### config.mk
export PLATFORM = sky130hd
export DESIGN_NAME = mem_access_arbiter_flat
export DESIGN_NICKNAME = d
export VERILOG_FILES = /design/src/rtl/mem_access_arbiter_if.sv /design/src/rtl/mem_access_arbiter.sv /design/src/flat_wrapper.sv
export SDC_FILE = /design/constraint.sdc
export NUM_CORES = 1
export LEC_CHECK = 0
export CAP_MARGIN = 20
export CORE_MARGIN = 3
export CORE_UTILIZATION = 28
export DETAILED_ROUTE_END_ITERATION = 8
export PLACE_DENSITY_LB_ADDON = 0.05
export SETUP_SLACK_MARGIN = 0.02
export SLEW_MARGIN = 15
export SYNTH_ARGS = -nofsm -noshare
export SYNTH_HDL_FRONTEND = slang
export SYNTH_SLANG_ARGS = --single-unit
### constraint.sdc
create_clock -name clk -period 4.8 [get_ports clk]
set_clock_uncertainty 0.1 [all_clocks]
set_input_delay 1.44 -clock clk [delete_from_list [all_inputs] [get_ports clk]]
set_output_delay 1.44 -clock clk [all_outputs]
set_load 0.1 [all_outputs]
### src/rtl/mem_access_arbiter_if.sv
// Request/response bundle for one requester of the data-memory arbiter.
interface mem_req_if;
    logic        valid;
    logic        ready;
    logic        we;
    logic [2:0]  funct3;
    logic [31:0] addr;
    logic [31:0] wdata;
    logic        rvalid;
    logic [31:0] rdata;
    logic        err;

    modport master (
        output valid, we, funct3, addr, wdata,
        input  ready, rvalid, rdata, err
    );

    modport slave (
        input  valid, we, funct3, addr, wdata,
        output ready, rvalid, rdata, err
    );
endinterface

### src/rtl/mem_access_arbiter.sv
// Two-port load/store front end for a four-bank byte-enabled data memory:
// priority arbitration with starvation relief, lane alignment and load extension.
module mem_access_arbiter #(
    parameter int unsigned ADDRESS_WIDTH = 4,
    parameter int unsigned STARVE_LIMIT  = 4
) (
    input  logic                     clk,
    input  logic                     rst,
    mem_req_if.slave                 a,
    mem_req_if.slave                 b,
    output logic [3:0]               mem_byteEnable,
    output logic [ADDRESS_WIDTH-1:0] mem_addr,
    output logic [31:0]              mem_din,
    input  logic [31:0]              mem_dout
);
    localparam int unsigned CNT_W = $clog2(STARVE_LIMIT + 1);

    logic [CNT_W-1:0] starve_q, starve_d;
    logic             grant_a, grant_b, granted;
    logic             sel_we;
    logic [2:0]       sel_f3;
    logic [31:0]      sel_addr, sel_wdata;
    logic [1:0]       off;
    logic             req_err;

    logic             rsp_valid_q, rsp_valid_d;
    logic             rsp_port_q, rsp_port_d;
    logic             rsp_load_q, rsp_load_d;
    logic [2:0]       rsp_f3_q, rsp_f3_d;
    logic [1:0]       rsp_off_q, rsp_off_d;
    logic             rsp_err_q, rsp_err_d;

    logic [7:0]       lane_byte;
    logic [15:0]      lane_half;
    logic [31:0]      load_data;
    logic             rsp_live, rv_a, rv_b, rd_ok;

    // Grant, starvation tracking and granted-request mux
    always_comb begin
        grant_b   = b.valid && (!a.valid || (starve_q == CNT_W'(STARVE_LIMIT)));
        grant_a   = a.valid && !grant_b;
        granted   = (grant_a || grant_b) && !rst;
        a.ready   = grant_a && !rst;
        b.ready   = grant_b && !rst;
        starve_d  = (a.valid && b.valid && grant_a) ? starve_q + CNT_W'(1) : '0;
        sel_we    = grant_b ? b.we     : a.we;
        sel_f3    = grant_b ? b.funct3 : a.funct3;
        sel_addr  = grant_b ? b.addr   : a.addr;
        sel_wdata = grant_b ? b.wdata  : a.wdata;
        off       = sel_addr[1:0];
    end

    // Illegal funct3, store of an unsigned type, misalignment or address beyond the memory
    always_comb begin
        req_err = (sel_f3 == 3'b011) || (sel_f3[2:1] == 2'b11)
               || (sel_we && sel_f3[2])
               || ((sel_f3[1:0] == 2'b01) && sel_addr[0])
               || ((sel_f3[1:0] == 2'b10) && (off != 2'b00))
               || ((sel_addr >> (ADDRESS_WIDTH + 2)) != 32'd0);
    end

    // Memory-side drive: only legal stores ever assert byte enables
    always_comb begin
        mem_byteEnable = 4'b0000;
        mem_addr       = '0;
        mem_din        = '0;
        if (granted) begin
            mem_addr = sel_addr[ADDRESS_WIDTH+1:2];
            if (sel_we && !req_err) begin
                case (sel_f3[1:0])
                    2'b00: begin
                        mem_byteEnable = 4'b0001 << off;
                        mem_din        = {4{sel_wdata[7:0]}};
                    end
                    2'b01: begin
                        mem_byteEnable = 4'b0011 << off;
                        mem_din        = {2{sel_wdata[15:0]}};
                    end
                    default: begin
                        mem_byteEnable = 4'b1111;
                        mem_din        = sel_wdata;
                    end
                endcase
            end
        end
    end

    always_comb begin
        rsp_valid_d = granted;
        rsp_port_d  = grant_b;
        rsp_load_d  = !sel_we;
        rsp_f3_d    = sel_f3;
        rsp_off_d   = off;
        rsp_err_d   = req_err;
    end

    always_ff @(posedge clk) begin
        if (rst) begin
            starve_q    <= '0;
            rsp_valid_q <= 1'b0;
            rsp_port_q  <= 1'b0;
            rsp_load_q  <= 1'b0;
            rsp_f3_q    <= 3'b000;
            rsp_off_q   <= 2'b00;
            rsp_err_q   <= 1'b0;
        end else begin
            starve_q    <= starve_d;
            rsp_valid_q <= rsp_valid_d;
            rsp_port_q  <= rsp_port_d;
            rsp_load_q  <= rsp_load_d;
            rsp_f3_q    <= rsp_f3_d;
            rsp_off_q   <= rsp_off_d;
            rsp_err_q   <= rsp_err_d;
        end
    end

    // Response: select the addressed lane of the returning word and extend it
    always_comb begin
        lane_byte = mem_dout[{rsp_off_q, 3'b000} +: 8];
        lane_half = rsp_off_q[1] ? mem_dout[31:16] : mem_dout[15:0];
        case (rsp_f3_q[1:0])
            2'b00:   load_data = {{24{lane_byte[7] & ~rsp_f3_q[2]}}, lane_byte};
            2'b01:   load_data = {{16{lane_half[15] & ~rsp_f3_q[2]}}, lane_half};
            default: load_data = mem_dout;
        endcase
        rsp_live = rsp_valid_q && !rst;
        rv_a     = rsp_live && !rsp_port_q;
        rv_b     = rsp_live && rsp_port_q;
        rd_ok    = rsp_load_q && !rsp_err_q;
        a.rvalid = rv_a;
        b.rvalid = rv_b;
        a.err    = rv_a && rsp_err_q;
        b.err    = rv_b && rsp_err_q;
        a.rdata  = (rv_a && rd_ok) ? load_data : 32'd0;
        b.rdata  = (rv_b && rd_ok) ? load_data : 32'd0;
    end
endmodule

### src/flat_wrapper.sv
// flat-port wrapper written by rule: the top's interface ports become plain ports
module mem_access_arbiter_flat 
#(
    parameter int unsigned ADDRESS_WIDTH = 4,
    parameter int unsigned STARVE_LIMIT  = 4
)
  (clk, rst, mem_byteEnable, mem_addr, mem_din, mem_dout, a_valid, a_we, a_funct3, a_addr, a_wdata, a_ready, a_rvalid, a_rdata, a_err, b_valid, b_we, b_funct3, b_addr, b_wdata, b_ready, b_rvalid, b_rdata, b_err);
  mem_req_if a_i ();
  mem_req_if b_i ();
  input  logic clk;
  input  logic rst;
  output logic [3:0] mem_byteEnable;
  output logic [ADDRESS_WIDTH-1:0] mem_addr;
  output logic [31:0] mem_din;
  input  logic [31:0] mem_dout;
  input wire logic [$bits(a_i.valid)-1:0] a_valid;
  input wire logic [$bits(a_i.we)-1:0] a_we;
  input wire logic [$bits(a_i.funct3)-1:0] a_funct3;
  input wire logic [$bits(a_i.addr)-1:0] a_addr;
  input wire logic [$bits(a_i.wdata)-1:0] a_wdata;
  output wire logic [$bits(a_i.ready)-1:0] a_ready;
  output wire logic [$bits(a_i.rvalid)-1:0] a_rvalid;
  output wire logic [$bits(a_i.rdata)-1:0] a_rdata;
  output wire logic [$bits(a_i.err)-1:0] a_err;
  input wire logic [$bits(b_i.valid)-1:0] b_valid;
  input wire logic [$bits(b_i.we)-1:0] b_we;
  input wire logic [$bits(b_i.funct3)-1:0] b_funct3;
  input wire logic [$bits(b_i.addr)-1:0] b_addr;
  input wire logic [$bits(b_i.wdata)-1:0] b_wdata;
  output wire logic [$bits(b_i.ready)-1:0] b_ready;
  output wire logic [$bits(b_i.rvalid)-1:0] b_rvalid;
  output wire logic [$bits(b_i.rdata)-1:0] b_rdata;
  output wire logic [$bits(b_i.err)-1:0] b_err;
  assign a_i.valid = a_valid;
  assign a_i.we = a_we;
  assign a_i.funct3 = a_funct3;
  assign a_i.addr = a_addr;
  assign a_i.wdata = a_wdata;
  assign a_ready = a_i.ready;
  assign a_rvalid = a_i.rvalid;
  assign a_rdata = a_i.rdata;
  assign a_err = a_i.err;
  assign b_i.valid = b_valid;
  assign b_i.we = b_we;
  assign b_i.funct3 = b_funct3;
  assign b_i.addr = b_addr;
  assign b_i.wdata = b_wdata;
  assign b_ready = b_i.ready;
  assign b_rvalid = b_i.rvalid;
  assign b_rdata = b_i.rdata;
  assign b_err = b_i.err;
  mem_access_arbiter #(.ADDRESS_WIDTH(ADDRESS_WIDTH), .STARVE_LIMIT(STARVE_LIMIT)) u_core (.clk(clk), .rst(rst), .a(a_i), .b(b_i), .mem_byteEnable(mem_byteEnable), .mem_addr(mem_addr), .mem_din(mem_din), .mem_dout(mem_dout));
endmodule
==> summary.txt <==
Status
  • Status: completed

Critical path
  • CP Depth: 8
  • RR Startpoint: u_core.starve_q[0]
  • Crit-path leading delay family: simple AND/OR/NAND/NOR gates
  • Crit path to: mem_byteEnable[2]
  • CP max stage delay: 0.39 ns
  • RR Endpoint: u_core.rsp_err_q
  • Crit path buf inv count: 3
  • Crit-path slowest cell: or3_1
  • Worst-path cell chain: buf_6 -> buf_4 -> a21boi_2 -> nor2_4 -> mux2_2 -> or3_1 -> a22oi_2 -> buf_12
  • Startpoint Class: input port
  • FF-to-FF path depth: 10
  • CP Data Required Time: 3.26 ns
  • Crit path kind: in -> out
  • Critical Path End Type: primary output
  • Crit-path max FO: 3
  • Crit path launch: a_valid
  • Worst Path Arrival: 3.23 ns
  • Reg2Reg Setup Slack: 2.60 ns

Timing
  • Actual slew at the worst max-slew pin: 0.919 ns
  • Fmax: 210 MHz
  • Hold slack: 0.498 ns
  • Slew headroom: 38.6%
  • Setup violators final: 0
  • Fin. max-slew vios: 0
  • Fin. Hold Viols: 0
  • RSZ-0062 raised after global routing: true
  • Fin crit period: 4.77 ns
  • TNS Setup: 0 ns
  • Final period util: 99.3%

Power
  • Power share of the combinational group: 73.3%
  • Pwr Total: 847 uW
  • Clk network pwr share: 13.2%
  • Switching Share: 43.0%
  • Psw: 364 uW
  • Worst VDD drop: 0.119 mV
  • Internal power: 483 uW
  • Flop pwr share: 13.5%
  • Power per cell area: 93.8 nW/um2
  • Leakage power: 3.55 nW

Synth
  • Syn nets: 603
  • Unique masters post-synth: 58
  • EDFF count, synth: 0
  • Yosys warning count: 0
  • Prevailing post-synth register cell: dfxtp_1
  • Synthesis-stage register bit count: 12
  • Synth Instances: 429
  • Seq/Total Area, Yosys: 7.82%
  • Post-synth ARST share: 0%
  • Syn Std Cell Area: 3070 um2
  • Mean area per synthesized cell: 7.16 um2
  • Yosys top cell by area: mux2i_1
  • Yosys top cell area share: 11.1%
  • Synth area leaders: mux2i_1, a21oi_1, dfxtp_1, nor2b_1, mux4_2

CTS
  • Num CTS Buffers: 3
  • CTS tree: built
  • CTS root buf: clkbuf_8
  • Clk_lat worst skew: 0.25 ns
  • Clock buffer depth: 2
  • H-tree Lvls: 1
  • Clk slew on worst S/H paths: 0.05 ns
  • Clk sinks: 12

Detailed routing
  • Remaining routing DRC violations: 0
  • Starting DRT DRC Count: 339
  • Drt first pass iters: 5
  • Routed Antenna Nets: 0
  • Via count: 5,160
  • Final WL: 19.9 mm
  • Drt wl/cell: 21.9 um
  • Via density: 5.70

Floorplanning
  • Horiz. Die Dim: 111 um
  • I/O pins: 282
  • Core ar.: 10,500 um2
  • Die height: 111 um
  • FP Rows: 37
  • Die footprint: 12,300 um2
  • Initial core utilization: 29.2%

Run
  • Max-cap viol count: 0

Placement
  • Post-DP HPWL: 14.6 mm
  • Final Wtd Congestion: 0.892
  • Port Buffers: 281

GRT
  • Pin count of the biggest net entering global routing: 33
  • Gr ovfl total: 0
  • GRT Resource Usage Total: 31.4%
  • Initial antenna violation count: 0
  • Vias in the first global route: 5,666
  • First-pass GRT wire length: 31.6 mm

Worst hold path
  • Hold crit path type: reg -> reg

Finish
  • Share of layout cells above drive strength 1: 52.6%
  • N_diodes: 0
  • Most common cell after layout, fill and taps aside: buf_12
  • Filler cell count: 537
  • Area Growth Syn to Fin: 194%
  • Most frequent cells in the layout: buf_12, clkdlybuf4s50_1, buf_4, a21oi_4, nand2_1
  • Final net count: 945
  • Final Util: 86.0%
==> worst register-to-register path: cells and delay by family (launching register included) <==
kind	cells	cell delay, ns
fa+ha+maj	1	0.32
simple gates	2	0.24
flops	1	0.36
buf+inv	4	0.47
compound gates	3	0.64
==> kinds of logic (layout without fill, tap and decap cells) <==
logic type,after synthesis,count (layout),synth area share [%]
and+or+nand+nor,162,162,28.0
DFF,12,12,7.82
adders and majority gates,2,2,0.815
AOI/OAI and AO/OA,158,158,36.1
buffers and inverters,48,389,7.33
muxes,47,47,19.9
==> power by group through the flow <==
stage | Clock (mW) | Combinational, mW | Sequential [mW]
after detailed placement | 0 | 0.577 | 0.115
final | 0.112 | 0.621 | 0.114
after floorplan | 0 | 0.308 | 0.110
after global routing | 0.120 | 0.651 | 0.115
after CTS | 0.114 | 0.604 | 0.114
after global placement | 0 | 0.563 | 0.115
==> cell type report <==
class	count	area (um2)	area share [%]
Inverter	6	22.5	0.249
Tap cell	136	170	1.88
Timing Repair Buffer	379	4770	52.7
Sequential cell	12	240	2.66
Multi-Input combinational cell	369	3780	41.9
Clock buffer	4	55.1	0.609
==> repair_timing <==
action / CTS / global route
setup buffers: 15 / 1
endpoints found under the setup margin: 84 / 39
hold buffers: 0 / 0
cloned: 8 / 0
pin swaps: 45 / 35
endpoints found under the hold margin: 0 / 0
resized for setup: 179 / 65
==> sequential cells by signal, indices dropped and copies added, names as in the netlist <==
signal and count:
u_core.rsp_port_q 1, u_core.starve_q 3, u_core.rsp_load_q 1, u_core.rsp_off_q 2, u_core.rsp_valid_q 1, u_core.rsp_f3_q 3, u_core.rsp_err_q 1
==> layer usage <==
layer	vias to the layer above	global-route usage, %	share of wire [%]
li1	2333	-	-
met1	2495	37.5	37
met2	296	58.3	53
met3	36	6.33	7.3
met4	0	5.83	2.0
met5	-	0	0
==> cell usage after synthesis (all sizes together), types with 9 or more instances <==
cell,number
nand2,40
and2,17
nor2b,26
mux2i,34
dfxtp,12
mux4,10
a211oi,12
o211ai,19
a21oi,62
a22oi,9
nor2,29
a21boi,10
buf,18
nor4,12
nand3,19
clkbuf,24
==> stage by stage <==
stage | instances | setup slack (ns) | cell area, um2
final | 906 | 0.0315 | 9040
after global routing | 906 | -0.0125 | 9040
after CTS | 906 | 0.0200 | 9080
after detailed placement | 879 | -0.410 | 8600
after global placement | 879 | -0.331 | 8600
after floorplan | 429 | -0.654 | 4090
==> worst min-delay path by stage <==
stage,from,endpoint,slack (ns),depth (start not counted)
detailed placement,u_core.starve_q[0],u_core.starve_q[0],0.46,2
CTS,u_core.starve_q[0],u_core.starve_q[0],0.48,2
floorplan,u_core.starve_q[0],u_core.starve_q[0],0.38,2
finish,u_core.starve_q[0],u_core.starve_q[0],0.50,2
global placement,u_core.starve_q[0],u_core.starve_q[0],0.39,2
global route,u_core.starve_q[0],u_core.starve_q[0],0.54,2
Note: power is estimated with default switching activity, not from simulation.
